**src/rtl/frame_sched_pkg.sv**
```systemverilog
// Shared types and constants for the frame-buffer block scheduler.
// Block indices, ownership slots and a slot-occupancy helper.
package frame_sched_pkg;

    localparam int unsigned BLOCK_W             = 2;
    localparam int unsigned MAX_BLOCKS          = 1 << BLOCK_W;
    localparam int unsigned DEFAULT_BLOCK_WORDS = 32'h0010_0000;

    typedef logic [BLOCK_W-1:0] block_idx_t;

    typedef struct packed {
        block_idx_t idx;
        logic       valid;
    } block_slot_t;

    // True when the slot currently owns block idx.
    function automatic logic slot_holds(input block_slot_t slot, input block_idx_t idx);
        return slot.valid && (slot.idx == idx);
    endfunction

endpackage

```
**src/rtl/free_block_pick.sv**
```systemverilog
// Combinational priority encoder: lowest block index owned by none of the three slots.
module free_block_pick
    import frame_sched_pkg::*;
#(
    parameter int unsigned BLOCK_NUM = 3
) (
    input  block_slot_t wr_slot_i,
    input  block_slot_t rd_slot_i,
    input  block_slot_t latest_slot_i,
    output block_idx_t  free_idx_c_o
);

    logic found;

    always_comb begin
        free_idx_c_o = '0;
        found        = 1'b0;
        for (int unsigned i = 0; i < MAX_BLOCKS; i++) begin
            if (!found && (i < BLOCK_NUM) &&
                !slot_holds(wr_slot_i, block_idx_t'(i)) &&
                !slot_holds(rd_slot_i, block_idx_t'(i)) &&
                !slot_holds(latest_slot_i, block_idx_t'(i))) begin
                free_idx_c_o = block_idx_t'(i);
                found        = 1'b1;
            end
        end
    end

endmodule

```
**src/rtl/frame_block_scheduler.sv**
```systemverilog
// Allocates SDRAM frame blocks between the camera writer and the HDMI reader.
// Optional screenshot hold enabled by defining FRAME_SCHED_FREEZE_EN.
module frame_block_scheduler
    import frame_sched_pkg::*;
#(
    parameter int unsigned           BLOCK_NUM   = 3,
    parameter int unsigned           ADDR_W      = 24,
    parameter logic [ADDR_W-1:0]     BLOCK_WORDS = ADDR_W'(DEFAULT_BLOCK_WORDS),
    parameter int unsigned           CNT_W       = 16
) (
    input  logic                clk,
    input  logic                rest_n,
    input  logic                wr_frame_start,
    input  logic                wr_frame_done,
    output logic [BLOCK_W-1:0]  wr_block,
    output logic                wr_block_valid,
    output logic [ADDR_W-1:0]   wr_base_addr,
    input  logic                rd_frame_start,
    output logic [BLOCK_W-1:0]  rd_block,
    output logic                rd_block_valid,
    output logic [ADDR_W-1:0]   rd_base_addr,
    output logic                rd_new_frame,
    input  logic                freeze,
    output logic [CNT_W-1:0]    drop_cnt
);

    block_idx_t        wr_idx_q, wr_idx_d;
    logic              wr_valid_q, wr_valid_d;
    block_idx_t        rd_idx_q, rd_idx_s;
    logic              rd_valid_q, rd_valid_s;
    block_idx_t        latest_idx_q, latest_idx_s;
    logic              latest_valid_q, latest_valid_s;
    logic              rd_new_q, rd_new_s;
    logic [CNT_W-1:0]  drop_q, drop_d;
    logic [ADDR_W-1:0] wr_base_q, rd_base_q;
    logic              wr_valid_s;
    logic              freeze_hold;
    block_slot_t       wr_slot, rd_slot, latest_slot;
    block_idx_t        free_idx;

`ifdef FRAME_SCHED_FREEZE_EN
    assign freeze_hold = freeze;
`else
    logic unused_freeze;
    assign unused_freeze = freeze;
    assign freeze_hold   = 1'b0;
`endif

    function automatic logic [ADDR_W-1:0] base_of(input block_idx_t idx);
        return ADDR_W'(idx) * BLOCK_WORDS;
    endfunction

    // First stage: writer completion, then reader hand-off.
    always_comb begin
        wr_valid_s     = wr_valid_q;
        latest_idx_s   = latest_idx_q;
        latest_valid_s = latest_valid_q;
        rd_idx_s       = rd_idx_q;
        rd_valid_s     = rd_valid_q;
        rd_new_s       = rd_new_q;
        if (wr_frame_done && wr_valid_q) begin
            latest_idx_s   = wr_idx_q;
            latest_valid_s = 1'b1;
            wr_valid_s     = 1'b0;
        end
        if (rd_frame_start) begin
            rd_new_s = 1'b0;
            if (latest_valid_s && !freeze_hold) begin
                rd_idx_s       = latest_idx_s;
                rd_valid_s     = 1'b1;
                latest_valid_s = 1'b0;
                rd_new_s       = 1'b1;
            end
        end
    end

    // A starting writer releases whatever it held before a new block is chosen.
    always_comb begin
        wr_slot     = '{idx: wr_idx_q, valid: wr_valid_s && !wr_frame_start};
        rd_slot     = '{idx: rd_idx_s, valid: rd_valid_s};
        latest_slot = '{idx: latest_idx_s, valid: latest_valid_s};
    end

    free_block_pick #(
        .BLOCK_NUM (BLOCK_NUM)
    ) u_pick (
        .wr_slot_i     (wr_slot),
        .rd_slot_i     (rd_slot),
        .latest_slot_i (latest_slot),
        .free_idx_c_o  (free_idx)
    );

    // Second stage: writer grant and abandoned-frame accounting.
    always_comb begin
        wr_idx_d   = wr_idx_q;
        wr_valid_d = wr_valid_s;
        drop_d     = drop_q;
        if (wr_frame_start) begin
            if (wr_valid_s && (drop_q != '1)) begin
                drop_d = drop_q + CNT_W'(1);
            end
            wr_idx_d   = free_idx;
            wr_valid_d = 1'b1;
        end
    end

    always_ff @(posedge clk or negedge rest_n) begin
        if (!rest_n) begin
            wr_idx_q       <= '0;
            wr_valid_q     <= 1'b0;
            rd_idx_q       <= '0;
            rd_valid_q     <= 1'b0;
            latest_idx_q   <= '0;
            latest_valid_q <= 1'b0;
            rd_new_q       <= 1'b0;
            drop_q         <= '0;
            wr_base_q      <= '0;
            rd_base_q      <= '0;
        end else begin
            wr_idx_q       <= wr_idx_d;
            wr_valid_q     <= wr_valid_d;
            rd_idx_q       <= rd_idx_s;
            rd_valid_q     <= rd_valid_s;
            latest_idx_q   <= latest_idx_s;
            latest_valid_q <= latest_valid_s;
            rd_new_q       <= rd_new_s;
            drop_q         <= drop_d;
            wr_base_q      <= base_of(wr_idx_d);
            rd_base_q      <= base_of(rd_idx_s);
        end
    end

    assign wr_block       = wr_idx_q;
    assign wr_block_valid = wr_valid_q;
    assign wr_base_addr   = wr_base_q;
    assign rd_block       = rd_idx_q;
    assign rd_block_valid = rd_valid_q;
    assign rd_base_addr   = rd_base_q;
    assign rd_new_frame   = rd_new_q;
    assign drop_cnt       = drop_q;

endmodule

```
**config.mk**
```make
export PLATFORM = sky130hd
export DESIGN_NAME = frame_block_scheduler
export DESIGN_NICKNAME = d
export VERILOG_FILES = /design/src/rtl/frame_sched_pkg.sv /design/src/rtl/free_block_pick.sv /design/src/rtl/frame_block_scheduler.sv
export SDC_FILE = /design/constraint.sdc
export NUM_CORES = 1
export LEC_CHECK = 0
export ABC_CLOCK_PERIOD_IN_PS = 2500
export CORE_MARGIN = 2
export CORE_UTILIZATION = 42
export CTS_CLUSTER_DIAMETER = 40
export DETAILED_ROUTE_END_ITERATION = 12
export PLACE_DENSITY_LB_ADDON = 0.25
export SLEW_MARGIN = 20
export SYNTH_ARGS = -nofsm -noshare
export SYNTH_HDL_FRONTEND = slang
export SYNTH_HIERARCHICAL = 1
export SYNTH_SLANG_ARGS = --single-unit
```
**constraint.sdc**
```tcl
create_clock -name clk -period 2.5 [get_ports clk]
set_clock_uncertainty 0.2 [all_clocks]
set_input_delay 0.375 -clock clk [delete_from_list [all_inputs] [get_ports clk]]
set_output_delay 0.375 -clock clk [all_outputs]
set_load 0.01 [all_outputs]
```
==> impl_metrics.csv <==
group,metric,value,unit
routing,post_drt_wl_per_cell,12.3,µm
critical_path,worstReg2RegStart,"wr_block_valid$_DFF_PN0_",
routing,vias,1194,
floorplan,core,0.00400,mm²
global_routing,grt_max_degree,27,
global_routing,grt_pass1_wl,4900,µm
placed_design,placed_area,0.00198,mm²
critical_path,cpMaxStageDelayCell,"dfrtp_1",
critical_path,slowest_delay,0.38,ns
routing,ant_nets,0,
routing,vias_per_cell,4.66,
timing,worstMarginPinSlew,0.512,ns
cells_and_area,fin_nets,215,
clock_tree,clockBufferDepth,2,
critical_path,path_max_fanout,5,
timing,fin_crit,2.37,ns
synth,ys_seq_area_share,37.2,%
timing,rsz0062_at_grt,"false",
clock_tree,cts_made_buffers,3,
routing,drt-total-wl,3150,µm
critical_path,regToRegEndpoint,"wr_base_addr[21]$_DFFE_PN0P_",
synth,synth_cells,167,
clock_tree,cts_tree,"yes",
critical_path,critPathMostFrequentCell,"buf_4",
cells_and_area,syn2layout_area_growth,17.7,%
min_path,min_path_type,"in -> async",
critical_path,path_delay_family,"compound AO/OA/AOI/OAI gates",
global_routing,track_usage,13.7,%
synth,syn_avg_cell_area,10.5,µm²
routing,drtPass1Iterations,4,
clock_tree,clock_latency,0.27,ns
critical_path,required,2.46,ns
power_and_ir_drop,leakagePower,0.973,nW
timing,drv_slew,0,
critical_path,worstRegToRegCells,9,
timing,finalHoldViolCount,0,
clock_tree,htree_num_levels,1,
timing,fmax,422,MHz
clock_tree,clk_pin_slew_worst_paths,0.09,ns
synth,synth_top_area_share,37.2,%
critical_path,end_kind,"flop",
floorplan,fp.dieH,68.5,µm
clock_tree,cts_root_buffer,"clkbuf_8",
timing,finalSetupViolCount,0,
critical_path,cp-start-kind,"flop",
floorplan,num_rows,23,
routing,drcViolationCount,0,
timing,fin_tns_setup,0,ns
power_and_ir_drop,ir_drop,0.000617,V
floorplan,die_w,68.5,µm
cells_and_area,layout-drive-gt1-share,19.4,%
global_routing,grt_pass1_vias,1067,
placed_design,port_buffers,31,
cells_and_area,fin_area,0.00206,mm²
synth,ys_warn_count,6,
timing,timing.slew.headroom,65.6,%
placed_design,place_congestion,0.799,
global_routing,grt_remaining_overflow,0,
job,cap_violations,0,
critical_path,critPathKind,"reg -> reg",
synth,ys_seq_elements,26,
floorplan,dieArea,0.00470,mm²
power_and_ir_drop,finalPower,0.00153,W
critical_path,cp_cell_sequence,"and2_4 > o21ai_1 > buf_4 > buf_4 > nand2b_1 > and4b_1 > o32ai_2 > a31oi_1 > mux2_2",
global_routing,antenna_found_initial,0,
floorplan,io_pins,77,
routing,first_iter_violations,14,
synth,synth_area_leaders,"dfrtp_1 (37%), buf_4 (21%), xnor2_1 (4.0%), mux2_2 (3.9%), xor2_1 (3.5%)",
critical_path,crit_buf_inv,2,
placed_design,hpwlAfterDp,2400,µm
clock_tree,clock_sinks,26,
cells_and_area,diodes,0,
critical_path,r2r_slack,0.13,ns
synth,ys_types,41,
run_status,status,"complete, no violations",
power_and_ir_drop,power_density,741,mW/mm²
synth,synthesis.area,0.00175,mm²
synth,synth_largest_area_cell,"dfrtp_1",
critical_path,worstPathArrival,2.33,ns
floorplan,initial_utilization,43.7,%
timing,fin_crit_sh,94.7,%
## registers in the layout, indices dropped and copies added, names as in the netlist
register and cells:
wr_block_valid 1, rd_new_frame 1, rd_block_valid 1, wr_base_addr 2
latest_valid_q 1, latest_idx_q 2, drop_cnt 16, rd_base_addr 2
## cell type report
class,count,area (µm²)
multi-input cells,130,891
inverters,4,15.0
fillers,379,1940
flip-flops and latches,26,651
well taps,50,62.6
repair buffers,43,399
clock buffers,3,41.3
## synth_stat cells
| library cell | n |
|---|---|
| a31oi_1 | 1 |
| and2_1 | 1 |
| and3_2 | 1 |
| and3b_1 | 3 |
| and4_2 | 1 |
| and4b_1 | 2 |
| buf_4 | 50 |
| conb_1 | 1 |
| dfrtp_1 | 26 |
| ha_1 | 1 |
| inv_1 | 4 |
| mux2_2 | 6 |
| mux2_4 | 1 |
| nand2_1 | 7 |
| nand2b_1 | 3 |
| nand3_1 | 4 |
| nand3b_1 | 2 |
| nand3b_4 | 1 |
| nand4_1 | 5 |
| nand4_4 | 1 |
| nand4b_1 | 1 |
| nor2_1 | 6 |
| nor2_2 | 1 |
| nor2b_1 | 1 |
| nor3_1 | 3 |
| nor3b_1 | 1 |
| nor3b_2 | 2 |
| nor4_1 | 2 |
| nor4_2 | 2 |
| nor4_4 | 1 |
| nor4b_1 | 1 |
| nor4b_2 | 1 |
| o211ai_1 | 1 |
| o21ai_0 | 2 |
| o221ai_1 | 1 |
| o32ai_2 | 1 |
| or2_2 | 1 |
| or3_2 | 2 |
| or4_4 | 1 |
| xnor2_1 | 8 |
| xor2_1 | 7 |
## cells in the final DEF, fill, tap and decap left out, types with 5 or more instances in the layout
cell	count
clkdlybuf4s50_1	30
nand4_1	5
xnor2_1	8
dfrtp_1	26
nand2_1	7
nor2_1	6
buf_4	12
conb_1	44
xor2_1	7
## how the worst max path moves through the flow
stage	cells after the start	slack (ns)	to	from
after CTS	9	0.13	wr_base_addr[21]$_DFFE_PN0P_	wr_block_valid$_DFF_PN0_
after detailed placement	9	-0.41	wr_base_addr[21]$_DFFE_PN0P_	wr_frame_done
after floorplan	7	0.11	wr_base_addr[21]$_DFFE_PN0P_	wr_block_valid$_DFF_PN0_
after global routing	9	0.007	wr_base_addr[21]$_DFFE_PN0P_	wr_block_valid$_DFF_PN0_
after global placement	9	-0.33	wr_base_addr[21]$_DFFE_PN0P_	wr_frame_done
final	9	0.13	wr_base_addr[21]$_DFFE_PN0P_	wr_block_valid$_DFF_PN0_
## layer usage
layer  vias to the layer above  wire, µm  global-route usage (%)
met5                         -         0                       0
met4                         0        41                    4.50
met3                         4       161                    1.79
met2                        46      1530                    22.4
met1                       576      1420                    18.7
li1                        568         -                       -
## stage by stage
stage	setup slack, ns	utilization (%)	hold WS (ns)	std cells
after floorplan	0.111	-	-0.121	210
after global placement	-0.325	49.6	0.288	251
after detailed placement	-0.414	49.6	0.294	251
after CTS	0.127	51.5	0.289	256
after global routing	0.00655	51.5	0.291	256
final	0.132	51.5	0.271	256
## cell families after synthesis
family | count (synthesis) | share of synthesized area (%)
compound gates | 6 | 2.79
fa+ha+maj | 1 | 0.715
mux | 7 | 4.72
other cells | 1 | 0.214
buf+inv | 54 | 22.3
xor+xnor | 15 | 7.51
simple gates | 57 | 24.5
flops | 26 | 37.2
## what timing repair did
item / CTS / global route
endpoints found under the setup margin: 2 / 0
resized for setup: 9 / 0
hold buffers: 0 / 0
buffers inserted: 2 / 0
## where the power goes
group / internal (W) / switching [W]
Combinational: 0.000397 / 0.000291
Sequential: 0.000506 / 0.0000969
Clock: 0.000108 / 0.000126
Total: 0.00101 / 0.000514
(Power assumes the default switching activity.)
